===== src/rtl/vocab_matcher_if.sv =====
// Handshake and vocabulary-write bundle for the vocabulary lookup engine.
interface vocab_matcher_if #(
    parameter int ADDR_WIDTH  = 4,
    parameter int WORD_LENGTH = 3,
    parameter int DATA_WIDTH  = 8,
    parameter int LEN_WIDTH   = $clog2(WORD_LENGTH + 1)
);
    logic                              start;
    logic [WORD_LENGTH*DATA_WIDTH-1:0] word;
    logic [LEN_WIDTH-1:0]              word_len;
    logic                              mode;
    logic                              wr_en;
    logic [ADDR_WIDTH-1:0]             wr_addr;
    logic [WORD_LENGTH*DATA_WIDTH-1:0] wr_data;
    logic [LEN_WIDTH-1:0]              wr_len;
    logic                              busy;
    logic                              done;
    logic                              hit;
    logic [ADDR_WIDTH-1:0]             match_addr;
    logic [LEN_WIDTH-1:0]              match_len;
    logic                              null_end;
    logic                              overflow;

    modport master (
        output start, word, word_len, mode,
        output wr_en, wr_addr, wr_data, wr_len,
        input  busy, done, hit, match_addr, match_len,
        input  null_end, overflow
    );

    modport slave (
        input  start, word, word_len, mode,
        input  wr_en, wr_addr, wr_data, wr_len,
        output busy, done, hit, match_addr, match_len,
        output null_end, overflow
    );
endinterface


===== src/rtl/vocab_matcher.sv =====
// Vocabulary lookup engine: writable entry table scanned one entry per
// cycle, exact-match or longest-prefix, reporting hit/null/overflow.
module vocab_matcher #(
    parameter int ADDR_WIDTH  = 4,
    parameter int WORD_LENGTH = 3,
    parameter int DATA_WIDTH  = 8,
    parameter int LEN_WIDTH   = $clog2(WORD_LENGTH + 1)
) (
    input logic            clk,
    input logic            rst_n,
    vocab_matcher_if.slave bus
);
    localparam int DEPTH = 2 ** ADDR_WIDTH;
    localparam int WW    = WORD_LENGTH * DATA_WIDTH;

    localparam logic [1:0] IDLE = 2'd0;
    localparam logic [1:0] SCAN = 2'd1;
    localparam logic [1:0] DONE = 2'd2;

    localparam logic [LEN_WIDTH-1:0] MAX_LEN = LEN_WIDTH'(WORD_LENGTH);

    function automatic logic [LEN_WIDTH-1:0] clamp_len(
        input logic [LEN_WIDTH-1:0] l
    );
        if ({1'b0, l} > (LEN_WIDTH + 1)'(WORD_LENGTH)) return MAX_LEN;
        return l;
    endfunction

    logic [WW-1:0]         mem_data [DEPTH];
    logic [LEN_WIDTH-1:0]  mem_len  [DEPTH];

    logic [1:0]            state;
    logic [ADDR_WIDTH-1:0] scan_addr;
    logic [WW-1:0]         q_word;
    logic [LEN_WIDTH-1:0]  q_len;
    logic                  q_mode;

    logic                  res_hit;
    logic [ADDR_WIDTH-1:0] res_addr;
    logic [LEN_WIDTH-1:0]  res_len;
    logic                  res_null;
    logic                  res_ovf;

    logic                  busy;
    logic                  write_ok;
    logic [WW-1:0]         entry_data;
    logic [LEN_WIDTH-1:0]  entry_len;
    logic                  prefix_ok;
    logic                  is_null;
    logic                  exact_hit;
    logic                  pref_take;
    logic                  last;

    assign busy     = (state == SCAN);
    assign write_ok = bus.wr_en && !busy;

    always_ff @(posedge clk) begin
        if (!rst_n) begin
            for (int a = 0; a < DEPTH; a++) begin
                mem_len[a] <= '0;
            end
        end else if (write_ok) begin
            mem_len[bus.wr_addr] <= clamp_len(bus.wr_len);
        end
    end

    // Byte contents need no reset: a zero length marks the entry unused.
    always_ff @(posedge clk) begin
        if (write_ok) begin
            mem_data[bus.wr_addr] <= bus.wr_data;
        end
    end

    assign entry_data = mem_data[scan_addr];
    assign entry_len  = mem_len[scan_addr];

    always_comb begin
        prefix_ok = 1'b1;
        for (int i = 0; i < WORD_LENGTH; i++) begin
            if (LEN_WIDTH'(i) < entry_len &&
                entry_data[WW-1-i*DATA_WIDTH -: DATA_WIDTH] !=
                q_word[WW-1-i*DATA_WIDTH -: DATA_WIDTH]) begin
                prefix_ok = 1'b0;
            end
        end
    end

    assign is_null   = (entry_len == '0);
    assign exact_hit = !is_null && (entry_len == q_len) && prefix_ok;
    assign pref_take = !is_null && (entry_len <= q_len) && prefix_ok &&
                       (entry_len > res_len);
    assign last      = &scan_addr;

    always_ff @(posedge clk) begin
        if (!rst_n) begin
            state     <= IDLE;
            scan_addr <= '0;
            q_word    <= '0;
            q_len     <= '0;
            q_mode    <= 1'b0;
            res_hit   <= 1'b0;
            res_addr  <= '0;
            res_len   <= '0;
            res_null  <= 1'b0;
            res_ovf   <= 1'b0;
        end else begin
            case (state)
                IDLE, DONE: begin
                    if (bus.start) begin
                        q_word    <= bus.word;
                        q_len     <= clamp_len(bus.word_len);
                        q_mode    <= bus.mode;
                        scan_addr <= '0;
                        res_hit   <= 1'b0;
                        res_addr  <= '0;
                        res_len   <= '0;
                        res_null  <= 1'b0;
                        res_ovf   <= 1'b0;
                        state     <= (bus.word_len == '0) ? DONE : SCAN;
                    end else begin
                        state <= IDLE;
                    end
                end
                SCAN: begin
                    if (is_null) begin
                        res_null <= 1'b1;
                        res_hit  <= q_mode && (res_len != '0);
                        state    <= DONE;
                    end else if (!q_mode && exact_hit) begin
                        res_hit  <= 1'b1;
                        res_addr <= scan_addr;
                        res_len  <= entry_len;
                        state    <= DONE;
                    end else begin
                        // Strictly longer only, so ties keep the lower address.
                        if (q_mode && pref_take) begin
                            res_addr <= scan_addr;
                            res_len  <= entry_len;
                        end
                        if (last) begin
                            res_ovf <= 1'b1;
                            res_hit <= q_mode &&
                                       (pref_take || res_len != '0);
                            state   <= DONE;
                        end else begin
                            scan_addr <= scan_addr + 1'b1;
                        end
                    end
                end
                default: state <= IDLE;
            endcase
        end
    end

    assign bus.busy       = busy;
    assign bus.done       = (state == DONE);
    assign bus.hit        = res_hit;
    assign bus.match_addr = res_addr;
    assign bus.match_len  = res_len;
    assign bus.null_end   = res_null;
    assign bus.overflow   = res_ovf;
endmodule


===== src/flat_wrapper.sv =====
// flat-port wrapper written by rule: the top's interface ports become plain ports
module vocab_matcher_flat 
#(
    parameter int ADDR_WIDTH  = 4,
    parameter int WORD_LENGTH = 3,
    parameter int DATA_WIDTH  = 8,
    parameter int LEN_WIDTH   = $clog2(WORD_LENGTH + 1)
)
  (clk, rst_n, bus_start, bus_word, bus_word_len, bus_mode, bus_wr_en, bus_wr_addr, bus_wr_data, bus_wr_len, bus_busy, bus_done, bus_hit, bus_match_addr, bus_match_len, bus_null_end, bus_overflow);
  vocab_matcher_if #(.ADDR_WIDTH(ADDR_WIDTH), .WORD_LENGTH(WORD_LENGTH), .DATA_WIDTH(DATA_WIDTH), .LEN_WIDTH(LEN_WIDTH)) bus_i ();
  input logic clk;
  input logic rst_n;
  input wire logic [$bits(bus_i.start)-1:0] bus_start;
  input wire logic [$bits(bus_i.word)-1:0] bus_word;
  input wire logic [$bits(bus_i.word_len)-1:0] bus_word_len;
  input wire logic [$bits(bus_i.mode)-1:0] bus_mode;
  input wire logic [$bits(bus_i.wr_en)-1:0] bus_wr_en;
  input wire logic [$bits(bus_i.wr_addr)-1:0] bus_wr_addr;
  input wire logic [$bits(bus_i.wr_data)-1:0] bus_wr_data;
  input wire logic [$bits(bus_i.wr_len)-1:0] bus_wr_len;
  output wire logic [$bits(bus_i.busy)-1:0] bus_busy;
  output wire logic [$bits(bus_i.done)-1:0] bus_done;
  output wire logic [$bits(bus_i.hit)-1:0] bus_hit;
  output wire logic [$bits(bus_i.match_addr)-1:0] bus_match_addr;
  output wire logic [$bits(bus_i.match_len)-1:0] bus_match_len;
  output wire logic [$bits(bus_i.null_end)-1:0] bus_null_end;
  output wire logic [$bits(bus_i.overflow)-1:0] bus_overflow;
  assign bus_i.start = bus_start;
  assign bus_i.word = bus_word;
  assign bus_i.word_len = bus_word_len;
  assign bus_i.mode = bus_mode;
  assign bus_i.wr_en = bus_wr_en;
  assign bus_i.wr_addr = bus_wr_addr;
  assign bus_i.wr_data = bus_wr_data;
  assign bus_i.wr_len = bus_wr_len;
  assign bus_busy = bus_i.busy;
  assign bus_done = bus_i.done;
  assign bus_hit = bus_i.hit;
  assign bus_match_addr = bus_i.match_addr;
  assign bus_match_len = bus_i.match_len;
  assign bus_null_end = bus_i.null_end;
  assign bus_overflow = bus_i.overflow;
  vocab_matcher #(.ADDR_WIDTH(ADDR_WIDTH), .WORD_LENGTH(WORD_LENGTH), .DATA_WIDTH(DATA_WIDTH), .LEN_WIDTH(LEN_WIDTH)) u_core (.clk(clk), .rst_n(rst_n), .bus(bus_i));
endmodule

===== config.mk =====
export PLATFORM = sky130hd
export DESIGN_NAME = vocab_matcher_flat
export DESIGN_NICKNAME = d
export VERILOG_FILES = /design/src/rtl/vocab_matcher_if.sv /design/src/rtl/vocab_matcher.sv /design/src/flat_wrapper.sv
export SDC_FILE = /design/constraint.sdc
export NUM_CORES = 1
export LEC_CHECK = 0
export BUFFER_PORTS_ARGS = -buffer_cell sky130_fd_sc_hd__buf_2
export CAP_MARGIN = 20
export CORE_MARGIN = 2
export CORE_UTILIZATION = 40
export DETAILED_ROUTE_END_ITERATION = 8
export SLEW_MARGIN = 0
export SYNTH_ARGS = -nofsm -noshare
export SYNTH_HDL_FRONTEND = slang
export SYNTH_SLANG_ARGS = --single-unit

===== constraint.sdc =====
create_clock -name clk -period 5.4 [get_ports clk]
set_clock_uncertainty 0.1 [all_clocks]
set_input_delay 0.27 -clock clk [delete_from_list [all_inputs] [get_ports clk]]
set_output_delay 0.27 -clock clk [all_outputs]
set_load 0.02 [all_outputs]

== Word level (Yosys, flattened, before mapping) ==
Memories as Yosys holds them, arrays and structs flattened. A register that Yosys moved wholly into a read port is not among the register bits.
Index checks and enable logic that the tools add are counted.

* Equality and inequality tests: 14
* $add $sub $neg: 1
* Order comparisons: 5
* Multiplexer cells: 46
* Reductions and logical operators: 31

{| class="wikitable"
|+ Operators with widths
! operator !! number
|-
| two-way mux 4 bit || 12
|-
| != test 8 bit || 3
|-
| two-way mux 2 bit || 10
|-
| two-way mux 1 bit || 17
|-
| case mux 4 bit (2 select lines) || 2
|-
| logical AND 1 bit || 13
|-
| != test 2 bit (second input constant) || 6
|-
| AND reduction 5 bit || 2
|-
| case mux 2 bit (2 select lines) || 2
|-
| AND reduction 4 bit || 2
|-
| logical NOT 2 bit || 3
|-
| case mux 1 bit (2 select lines) || 3
|-
| AND reduction 3 bit || 2
|-
| adder 4 x 1 -> 4 bit (second input constant) || 1
|-
| < comparator 1 x 2 -> 1 bit (first input constant) || 2
|-
| != test 4 bit (second input constant) || 1
|-
| nonzero test 2 bit || 2
|-
| OR reduction 2 bit || 2
|-
| logical NOT 1 bit || 3
|-
| != test 3 bit (second input constant) || 1
|-
| equality test 2 x 1 -> 1 bit (second input constant) || 1
|-
| equality test 2 bit || 1
|-
| equality test 2 bit (second input constant) || 1
|-
| greater-than comparator 2 bit || 1
|-
| 4 further kinds || 4
|}

* Memories kept: 2
* Flip-flop bits (word level): 42
* RAM bits: 416
* Word-level logic and storage cells: 109

{| class="wikitable"
|+ Memory list
! name !! words !! bits a word !! read ports !! clocked after memory_dff !! write ports !! RTL line !! text
|-
| u_core.mem_data || 16 || 24 || 1 || 1 || 1 || vocab_matcher.sv:29 || <nowiki>logic [WW-1:0] mem_data [DEPTH];</nowiki>
|-
| u_core.mem_len || 16 || 2 || 1 || 1 || 16 || vocab_matcher.sv:30 || <nowiki>logic [LEN_WIDTH-1:0] mem_len [DEPTH];</nowiki>
|}

== Longest topological paths before layout ==
Gate-level depths: netlist (run 1).

* Depth after elaboration: 13
* Mapped depth: 15
* Mapped depth without buffers: 10

== Least setup slack after synthesis (run 1) ==
Ideal clock, no wire load.

* Path type: register to register
* Start: register with a tool-made name
* End: register u_core.res_addr[2] (netlist: u_core.bus.match_addr[2])
* Required time: 5.183 ns
* Library setup time: 0.117 ns
* Clock period less this slack: 3.226 ns
* Path slack: 2.174 ns
* Data arrival time: 3.009 ns
* Stages on the path, launching flop included: 13
* Buffers on the path: 3
* Cell sequence: dfxtp_1 > buf_6 > buf_12 > mux4_2 > mux4_2 > ha_1 > nand2b_1 > nand3b_1 > a221o_1 > a2111oi_4 > buf_6 > nand3b_1 > a21boi_1

{| class="wikitable"
|+ RTL lines
! what !! RTL line !! text
|-
| end signal, assigned || vocab_matcher.sv:131 || <nowiki>res_addr <= scan_addr;</nowiki>
|-
| end signal, assigned || vocab_matcher.sv:137 || <nowiki>res_addr <= scan_addr;</nowiki>
|-
| end, declared || vocab_matcher.sv:39 || <nowiki>logic [ADDR_WIDTH-1:0] res_addr;</nowiki>
|}

==> out/qor.yml, run 1 <==
detailed_routing:
  drtIter0Drc: 810
  ant_nets: 0
  wire_per_inst_um: 24.0
  drt-total-wl_um: 45200
  first_pass_iters: 5
  drc: 0
  viasPerCell: 5.48
  num_vias: 10303
clocking:
  insertion_delay_ns: 0.59
  h-tree-depth: 2
  clock-sinks: 462
  clkTransAtPathRegs_ns: 0.06
  cts_made_buffers: 48
  cts.repair.resized: 0
  cts_tree: "yes"
  clockRootBuffer: "clkbuf_16"
  clockBufferDepth: 3
sta:
  slew_violations: 0
  fmax_ghz: 0.227
  hold_ws_ns: 0.0882
  rsz0062_at_grt: "false"
  hold_viol_final: 0
  fin_tns_setup_ns: 0
  finalSetupViolations: 0
  final.setup.worst_slack_ns: 0.989
  min_period_over_period_pct: 81.7
  period_minus_slack_ns: 4.41
  slew-limit-headroom_pct: 25.5
  worstMarginPinSlew_ns: 1.12
critical_path:
  cp_cell_sequence: "nor2b_1 -> a22oi_1 -> a211o_1 -> nand3_1 -> nand4_1 -> nor3_1 -> o21bai_4 -> a2111oi_4 -> nand3b_1 -> a21boi_1"
  crit_path_max_fanout: 47
  end_kind: "flop"
  crit_required_ns: 5.77
  crit_slowest_cell: "dfxtp_4"
  worst_setup_path_start_kind: "flop"
  cp.arrival_ns: 4.78
  timing_worst_setup_path_type: "flop to flop"
  slowest_delay_ns: 0.88
global_routing:
  grt_max_degree: 56
  grt_antenna_before_repair: 0
  grt_pass1_wl_um: 66700
  gr-usage-all-layers_pct: 18.4
  grt_overflow: 0
  grt_pass1_vias: 10343
synth:
  yosys-top-cells-area: "edfxtp_1 (66%), mux4_2 (8.7%), dfxtp_1 (4.9%)"
  synthFlopType: "edfxtp_1"
  yosysTopAreaCell: "edfxtp_1"
  synth_seq_cells: 462
  synth.top_cell.area_share_pct: 65.8
  syn-cell-area_um2: 19000
  synth_fp_nets: 1174
  synthesis.instances: 1108
  yosys_warnings: 0
  synth_cell_types: 81
  ys_seq_area_share_pct: 70.7
  synth_edf_count: 416
  avgSynthCellArea_um2: 17.1
  synthArstFlopShare_pct: 0
finish:
  final_nets: 1305
  layout_commonest_cell: "edfxtp_1"
  area_growth_pct: 16.9
  diodes: 0
  final_cell_mix: "edfxtp_1 (416), nand2_1 (94), mux4_2 (73)"
  layout-drive-gt1-share_pct: 22.7
floorplan:
  die_w_um: 222
  dieArea_um2: 49200
  core_um2: 46700
  num_rows: 79
  num_io_pins: 72
  die_h_um: 222
  initial_utilization_pct: 40.7
flow_run:
  drv_cap: 0
worst_hold_path:
  worstHoldPathType: "input pin to flop"
  hp-start: "bus_wr_len[0]"
power_and_ir_drop:
  leakage_nw: 7.11
  peakVddDrop_v: 0.000208
  power_per_cell_area_nw_per_um2: 345
placed_design:
  dp_hpwl_um: 26800
  gp_congestion: 0.799
  pre_cts_slack_ns: 1.00
  portBuffers: 71
run_status:
  outcome: "finished clean"
[stage by stage]
step | std cells | cell area [um^2] | total power [mW] | utilization, %
floorplan | 1108 | 19000 | 4.22 | -
global placement | 1738 | 19900 | 4.35 | 42.8
detailed placement | 1742 | 20000 | 4.36 | 42.9
CTS | 1878 | 22100 | 7.71 | 47.4
global route | 1881 | 22200 | 7.88 | 47.6
finish | 1881 | 22200 | 7.66 | 47.6
[flip-flops by register name, indices dropped and copies added (netlist names), named ones only]
register	cells
u_core.bus.null_end	1
u_core.bus.match_addr	4
u_core.mem_data	384
u_core.q_len	2
u_core.bus.overflow	1
u_core.mem_len	32
u_core.scan_addr	4
u_core.state	2
u_core.bus.match_len	2
u_core.q_mode	1
u_core.q_word	24
u_core.bus.hit	1
[cell type report]
class,instances,area [um^2]
clock inverters,31,333
fillers,3985,24500
clock buffers,54,1240
multi-input cells,579,5270
repair buffers,140,1130
inverters,8,30.0
well taps,607,759
flip-flops and latches,462,13400
[cell usage after synthesis, types with 6 or more instances]
cell type,count
mux4_2,73
dfxtp_1,46
buf_6,6
mux2i_1,68
a21boi_1,7
a221oi_1,7
buf_4,8
o22ai_1,6
nor3_1,11
buf_2,13
a21boi_0,27
nand2b_1,9
nand3b_1,6
nand3_1,7
xnor2_1,21
clkbuf_1,25
a22oi_1,12
nor2_1,63
a22o_1,9
edfxtp_1,416
xor2_1,16
o21ai_0,26
nand2_1,94
nor2b_1,12
mux2_2,15
[worst paths after layout]
check	endpoint	slack (ns)	depth (start not counted)
worst max-delay path	u_core.bus.match_addr[2]	0.99	10
worst min-delay path	u_core.mem_len[0][0]	0.09	3
worst max register to register	u_core.bus.match_addr[2]	0.99	10
worst min register to register	u_core.bus.match_addr[1]	0.38	2
[per-layer routing]
layer  vias up  GRT usage, %  wire, um
li1       4617             -         -
met2       294          30.1     21700
met5         -             0         0
met3        58          3.30      2270
met1      5334          25.5     20300
met4         0          4.77       902
[cells by family (layout without fill, tap and decap cells)]
| logic type | Yosys count | count (layout) | synth area share [%] |
|---|---|---|---|
| compound gates | 143 | 143 | 5.83 |
| xor+xnor | 37 | 37 | 1.71 |
| fa+ha+maj | 5 | 5 | 0.330 |
| buf+inv | 67 | 233 | 2.29 |
| flops | 462 | 462 | 70.7 |
| mux | 160 | 160 | 13.4 |
| simple gates | 234 | 234 | 5.79 |
[worst max-delay path: cells and delay by family, from the launching register on]
| kind | cells | cell delay [ns] |
|---|---|---|
| and+or+nand+nor | 5 | 1.83 |
| AOI/OAI and AO/OA | 5 | 1.43 |
| DFF | 1 | 0.88 |
[report_power, final]
part           internal [mW]  leakage, nW  switching, mW  total, mW
registers               3.95         4.18         0.0311       3.98
logic                  0.123         2.16          0.203      0.326
clock network           1.98        0.765           1.36       3.35
[timing repair]
action | CTS | global route
endpoints found under the hold margin | 413 | 0
setup buffers | 0 | 0
hold buffers | 51 | 0
No activity file was read; power rests on OpenSTA's default activity.
==> inputs of run 2 (changes only) <==
ABC_AREA = 1   (was not set)
clock period = 3.8 ns   (was 5.4 ns; I/O delays follow)
==> out/qor.yml, run 2 <==
run_status:
  outcome: "finished clean"  # unchanged
synth:
  yosys-top-cells-area: "edfxtp_1 (64%), nand2_1 (8.2%), nor2_1 (5.6%)"  # was edfxtp_1 (66%), mux4_2 (8.7%), dfxtp_1 (4.9%)
  synthFlopType: "edfxtp_1"  # unchanged
  synth_seq_cells: 462  # unchanged
  synth.top_cell.area_share_pct: 64.4  # was 65.8%
  synthesis.instances: 1837  # was 1108
  synthArstFlopShare_pct: 0  # unchanged
  syn-cell-area_um2: 19400  # was 19000 um^2
  ys_top_cells_by_count: "nand2_1 (423), edfxtp_1 (416), nor2_1 (290), nand3_1 (201), o21ai_0 (116)"  # was edfxtp_1 (416), nand2_1 (94), mux4_2 (73), mux2i_1 (68), nor2_1 (63)
  synth_most_common_cell: "nand2_1"  # was edfxtp_1
  avgSynthCellArea_um2: 10.6  # was 17.1 um^2
  synth_fp_nets: 1903  # was 1174
  synth_cell_types: 30  # was 81
  ys_seq_area_share_pct: 69.1  # was 70.7%
  synth_edf_count: 416  # unchanged
  yosys_warnings: 0  # unchanged
  yosysTopAreaCell: "edfxtp_1"  # unchanged
finish:
  largest-register: "u_core.mem_data"  # unchanged
  final_nets: 2017  # was 1305
  layout_commonest_cell: "nand2_1"  # was edfxtp_1
  diodes: 0  # unchanged
  largest_reg_flops: 384  # unchanged
  reg_top3: "u_core.mem_data (384), u_core.mem_len (32), u_core.q_word (24)"  # unchanged
  area_growth_pct: 16.4  # was 16.9%
  layout-drive-gt1-share_pct: 10.3  # was 22.7%
  final_cell_mix: "nand2_1 (423), edfxtp_1 (416), nor2_1 (274)"  # was edfxtp_1 (416), nand2_1 (94), mux4_2 (73)
  fin_util_pct: 47.2  # was 47.6%
clocking:
  clock-sinks: 462  # unchanged
  insertion_delay_ns: 0.56  # was 0.59 ns
  clockRootBuffer: "clkbuf_16"  # unchanged
  clockBufferDepth: 3  # unchanged
  clkTransAtPathRegs_ns: 0.06  # about the same
  cts_made_buffers: 47  # was 48
  cts_tree: "yes"  # unchanged
  cts.repair.resized: 0  # unchanged
  h-tree-depth: 2  # unchanged
sta:
  period_minus_slack_ns: 3.39  # was 4.41 ns
  rsz0062_at_grt: "false"  # unchanged
  hold_viol_final: 0  # unchanged
  fin_tns_setup_ns: 0  # unchanged
  worstMarginPinSlew_ns: 1.09  # was 1.12 ns
  fmax_ghz: 0.295  # was 0.227 GHz
  min_period_over_period_pct: 89.1  # was 81.7%
  finalSetupViolations: 0  # unchanged
  slew_violations: 0  # unchanged
  slew-limit-headroom_pct: 26.9  # was 25.5%
global_routing:
  grt_max_degree: 104  # was 56
  gr-usage-all-layers_pct: 20.5  # was 18.4%
  grt_pass1_wl_um: 78700  # was 66700 um
  grt_antenna_before_repair: 0  # unchanged
  grt_overflow: 0  # unchanged
  grt_pass1_vias: 13142  # was 10.3k
power_and_ir_drop:
  internal_power_mw: 8.56  # was 6.06 mW
  p_sw_mw: 2.84  # was 1.60 mW
  netSwitchingFraction_pct: 24.9  # was 20.9%
  peakVddDrop_v: 0.000348  # was 0.000208 V
  combPwrFrac_pct: 12.0  # was 4.3%
  clkPwrFrac_pct: 38.0  # was 43.7%
  seqPwrFrac_pct: 50.0  # was 52.0%
  power_per_cell_area_nw_per_um2: 505  # was 345 nW/um^2
  leakage_nw: 8.55  # was 7.11 nW
placed_design:
  gp_congestion: 0.829  # was 0.799
  portBuffers: 71  # unchanged
  dp_hpwl_um: 30100  # was 26800 um
detailed_routing:
  ant_nets: 0  # unchanged
  num_vias: 13605  # was 10.3k
  drt-total-wl_um: 51200  # was 45200 um
  wire_per_inst_um: 19.7  # was 24.0 um
  drtIter0Drc: 1371  # was 810
  drc: 0  # unchanged
  viasPerCell: 5.23  # was 5.48
  first_pass_iters: 5  # unchanged
floorplan:
  die_w_um: 224  # was 222 um
  num_io_pins: 72  # unchanged
  initial_utilization_pct: 40.6  # was 40.7%
  core_um2: 47800  # was 46700 um^2
  num_rows: 80  # was 79
  die_h_um: 224  # was 222 um
  dieArea_um2: 50300  # was 49200 um^2
flow_run:
  drv_cap: 0  # unchanged
critical_path:
  r2r_end: "u_core.bus.match_addr[2]"  # unchanged
  timing_worst_setup_path_type: "flop to flop"  # unchanged
  crit_path_max_fanout: 39  # was 47
  crit_required_ns: 4.13  # was 5.77 ns
  end_kind: "flop"  # unchanged
  cp.arrival_ns: 3.71  # was 4.78 ns
  reg2reg_depth: 17  # was 10
  worst_setup_path_start_kind: "flop"  # unchanged
  r2r_slack_ns: 0.41  # was 0.99 ns
worst_hold_path:
  hold_depth: 5  # was 3
  hp-start: "bus_start"  # was bus_wr_len[0]
  worstHoldPathType: "input pin to flop"  # unchanged
  min_to: "u_core.bus.overflow"  # was u_core.mem_len[0][0]
==> run 2: cell count changes after synthesis, moves of 18 or more <==
cell / before / now
xnor2_1: 21 / 0
mux4_2: 73 / 0
o21ai_1: 4 / 22
buf_2: 13 / 53
o21ai_0: 26 / 116
a21boi_0: 27 / 0
nor2_1: 63 / 290
inv_1: 5 / 112
a21oi_1: 5 / 38
o211ai_1: 1 / 31
nand2_1: 94 / 423
mux2i_1: 68 / 0
nand3_1: 7 / 201
==> run 2: cell type report <==
class                   count  area (um^2)
repair buffers            166         1320
clock inverters            19          136
well taps                 615          769
flip-flops and latches    462        13400
fillers                  4295        25300
multi-input cells        1156         5200
clock buffers              65         1280
inverters                 118          448
==> run 2: cells by family (layout without fill, tap and decap cells) <==
logic type / after synthesis / after routing / synth area share [%]
compound gates: 216 / 216 / 6.12
xor+xnor: 1 / 1 / 0.0451
fa+ha+maj: 5 / 5 / 0.322
buf+inv: 219 / 368 / 4.69
flops: 462 / 462 / 69.1
simple gates: 934 / 934 / 19.7
==> run 2: worst max path at each step <==
stage                                to  slack [ns]  cells after the start
5_1_grt         u_core.bus.match_len[1]        0.08                     18
3_3_place_gp   u_core.bus.match_addr[1]        0.69                     17
4_1_cts        u_core.bus.match_addr[1]        0.49                     18
6_report       u_core.bus.match_addr[2]        0.41                     17
3_5_place_dp   u_core.bus.match_addr[1]        0.55                     17
2_1_floorplan  u_core.bus.match_addr[2]        1.11                     19
==> run 2: stage by stage <==
step | cell area [um^2] | instances | setup slack, ns | hold WS [ns] | total power [mW]
2_1_floorplan | 19400 | 1837 | 1.11 | 0.189 | 6.64
3_3_place_gp | 20600 | 2465 | 0.686 | 0.314 | 7.10
3_5_place_dp | 20700 | 2466 | 0.551 | 0.327 | 7.12
4_1_cts | 22600 | 2601 | 0.493 | 0.0206 | 11.5
5_1_grt | 22600 | 2601 | 0.0781 | 0.0484 | 11.8
6_report | 22600 | 2601 | 0.415 | 0.0237 | 11.4
==> run 2: metal layers <==
metal	vias up	wire length (um)	track usage (%)
met5	-	0	0
met4	0	1070	5.53
met3	68	3110	2.52
met2	465	24500	34.0
met1	6588	22500	28.6
li1	6484	-	-
==> run 2: power by group through the flow <==
stage	Sequential, mW	Clock, mW	Combinational [mW]
2_1_floorplan	5.78	0	0.866
5_1_grt	5.70	4.61	1.53
4_1_cts	5.69	4.41	1.37
6_report	5.69	4.33	1.37
3_3_place_gp	5.80	0	1.30
3_5_place_dp	5.80	0	1.32
==> run 2: what timing repair did <==
item | CTS | global route
endpoints found under the hold margin | 413 | 0
hold buffers | 51 | 0
setup buffers | 0 | 0
setup endpoints to repair | 0 | 0
==> run 2: critical path, stage by stage, from the launching register on <==
cell	delay (ns)
dfxtp_4	0.39
inv_4	0.36
buf_4	0.26
nor2_1	0.05
o221ai_1	0.27
nand3_1	0.11
nand2_1	0.18
inv_1	0.09
ha_1	0.30
nand2_1	0.06
o21ai_0	0.07
o211ai_1	0.12
a21oi_1	0.16
nand4_1	0.18
inv_2	0.16
nand2_1	0.16
nand3_1	0.14
a21oi_1	0.06
==> inputs of run 3 (changes only) <==
clock period = 3.32 ns   (was 3.8 ns; I/O delays follow)
==> out/qor.yml, run 3 (synthesis results as in run 2) <==
detailed_routing:
  num_vias: 13606  # about the same
  ant_nets: 0  # unchanged
  drtIter0Drc: 1329  # was 1371
  drt-total-wl_um: 52100  # was 51200 um
  wire_per_inst_um: 19.9  # was 19.7 um
  viasPerCell: 5.20  # was 5.23
  drc: 0  # unchanged
  first_pass_iters: 5  # unchanged
finish:
  final_cell_mix: "nand2_1 (423), edfxtp_1 (416), nor2_1 (273)"  # was nand2_1 (423), edfxtp_1 (416), nor2_1 (274)
  final_cells: 2619  # was 2601
  area_growth_pct: 18.2  # was 16.4%
  fin_area_um2: 22900  # was 22600 um^2
  reg_top3: "u_core.mem_data (384), u_core.mem_len (32), u_core.q_word (24)"  # unchanged
  layout-drive-gt1-share_pct: 11.5  # was 10.3%
  fillers: 4381  # was 4295
  seq_area_um2: 13400  # unchanged
  final_nets: 2033  # was 2017
  largest_reg_flops: 384  # unchanged
  fin_util_pct: 47.9  # was 47.2%
  diodes: 0  # unchanged
  multi_input_area_um2: 5210  # was 5200 um^2
  layout_commonest_cell: "nand2_1"  # unchanged
  largest-register: "u_core.mem_data"  # unchanged
sta:
  period_minus_slack_ns: 3.06  # was 3.39 ns
  slew_violations: 0  # unchanged
  hold_viol_final: 0  # unchanged
  fmax_ghz: 0.327  # was 0.295 GHz
  worstMarginPinSlew_ns: 0.792  # was 1.09 ns
  slew-limit-headroom_pct: 47.2  # was 26.9%
  rsz0062_at_grt: "false"  # unchanged
  finalSetupViolations: 0  # unchanged
  min_period_over_period_pct: 92.2  # was 89.1%
  fin_tns_setup_ns: 0  # unchanged
global_routing:
  gr-usage-all-layers_pct: 20.7  # was 20.5%
  grt_max_degree: 69  # was 104
  grt_pass1_wl_um: 78600  # was 78700 um
  grt_pass1_vias: 12988  # was 13.1k
  grt_overflow: 0  # unchanged
  grt_antenna_before_repair: 1  # was 0
floorplan:
  dieArea_um2: 50300  # unchanged
  core_um2: 47800  # unchanged
  die_h_um: 224  # unchanged
  initial_utilization_pct: 40.6  # unchanged
  num_io_pins: 72  # unchanged
  num_rows: 80  # unchanged
  die_w_um: 224  # unchanged
flow_run:
  drv_cap: 0  # unchanged
power_and_ir_drop:
  p_sw_mw: 3.31  # was 2.84 mW
  peakVddDrop_v: 0.000380  # was 0.000348 V
  combPwrFrac_pct: 12.1  # was 12.0%
  seqPwrFrac_pct: 48.7  # was 50.0%
  internal_power_mw: 10.0  # was 8.56 mW
  leakage_nw: 8.73  # was 8.55 nW
  netSwitchingFraction_pct: 24.8  # was 24.9%
  power_per_cell_area_nw_per_um2: 582  # was 505 nW/um^2
  clkPwrFrac_pct: 39.2  # was 38.0%
clocking:
  clkTransAtPathRegs_ns: 0.06  # about the same
  h-tree-depth: 2  # unchanged
  clockBufferDepth: 3  # unchanged
  clock-sinks: 462  # unchanged
  clockRootBuffer: "clkbuf_16"  # unchanged
  cts_tree: "yes"  # unchanged
  cts_made_buffers: 46  # was 47
  insertion_delay_ns: 0.58  # was 0.56 ns
  postCtsSetupBuffers: 0  # unchanged
placed_design:
  portBuffers: 71  # unchanged
  post_dp_cell_area_um2: 20800  # was 20700 um^2
  dp_hpwl_um: 31100  # was 30100 um
  gp_congestion: 0.825  # was 0.829
  dp.cells: 2481  # was 2466
critical_path:
  r2r_end: "u_core.bus.match_addr[2]"  # unchanged
  end_kind: "flop"  # unchanged
  cp.arrival_ns: 3.41  # was 3.71 ns
  crit_path_max_fanout: 68  # was 39
  reg2reg_depth: 16  # was 17
  r2r_slack_ns: 0.26  # was 0.41 ns
  timing_worst_setup_path_type: "flop to flop"  # unchanged
  worst_setup_path_start_kind: "flop"  # unchanged
  crit_required_ns: 3.67  # was 4.13 ns
  cp-endpoint: "u_core.bus.match_addr[2]"  # unchanged
run_status:
  outcome: "finished clean"  # unchanged
worst_hold_path:
  worstHoldPathType: "input pin to flop"  # unchanged
[run 3: power groups by stage]
stage	clock, mW	combinational [mW]	sequential [mW]
6_report	5.23	1.61	6.51
5_1_grt	5.52	1.81	6.52
4_1_cts	5.32	1.60	6.51
3_5_place_dp	0	1.55	6.63
3_3_place_gp	0	1.52	6.63
2_1_floorplan	0	0.991	6.61
[run 3: cell type report]
class	count	area share, %
flip-flops and latches	462	58.5
multi-input cells	1156	22.7
repair buffers	183	6.83
clock buffers	72	6.12
well taps	615	3.36
inverters	118	1.96
clock inverters	13	0.507
[run 3: stage by stage]
step           hold slack [ns]  power [mW]  setup WS, ns
5_1_grt                 0.0917        13.8       0.00766
3_3_place_gp             0.299        8.15         0.165
3_5_place_dp             0.306        8.18         0.115
6_report                0.0759        13.4         0.258
4_1_cts                 0.0395        13.4        0.0985
2_1_floorplan            0.165        7.60         0.627
[run 3: how the worst min path moves through the flow]
stage,startpoint,end,cells after the start
finish,bus_wr_len[0],u_core.mem_len[13][0],3
global route,bus_wr_len[0],u_core.mem_len[14][0],3
floorplan,bus_wr_data[0],u_core.mem_data[0][0],0
detailed placement,bus_word[7],u_core.q_word[7],3
global placement,bus_word[6],u_core.q_word[6],3
CTS,bus_wr_len[0],u_core.mem_len[1][0],3
[run 3: routing by layer]
layer  global-route usage (%)  part of all wire [%]  up-vias
met4                     6.37                   2.3        2
met5                        0                 0.021        -
met3                     2.52                   5.3       71
li1                         -                     -     6522
met2                     35.2                    49      406
met1                     27.9                    43     6605
[run 3: critical path, cell delays in order, from the launching register on]
cell,delay (ns)
dfxtp_4,0.43
buf_12,0.28
o21ai_0,0.14
o221ai_1,0.23
nand3_1,0.10
nand2_1,0.19
inv_1,0.11
ha_1,0.31
nand2_1,0.07
o21ai_0,0.07
o211ai_1,0.11
a21oi_1,0.16
nand4_1,0.16
inv_2,0.14
nand2_1,0.15
nand3_1,0.11
a21oi_1,0.07
[run 3: what timing repair did]
action / in CTS / in global routing
endpoints found under the setup margin: 0 / 16
hold endpoints to repair: 414 / 0
hold buffers: 52 / 0
gates resized for setup: 0 / 5
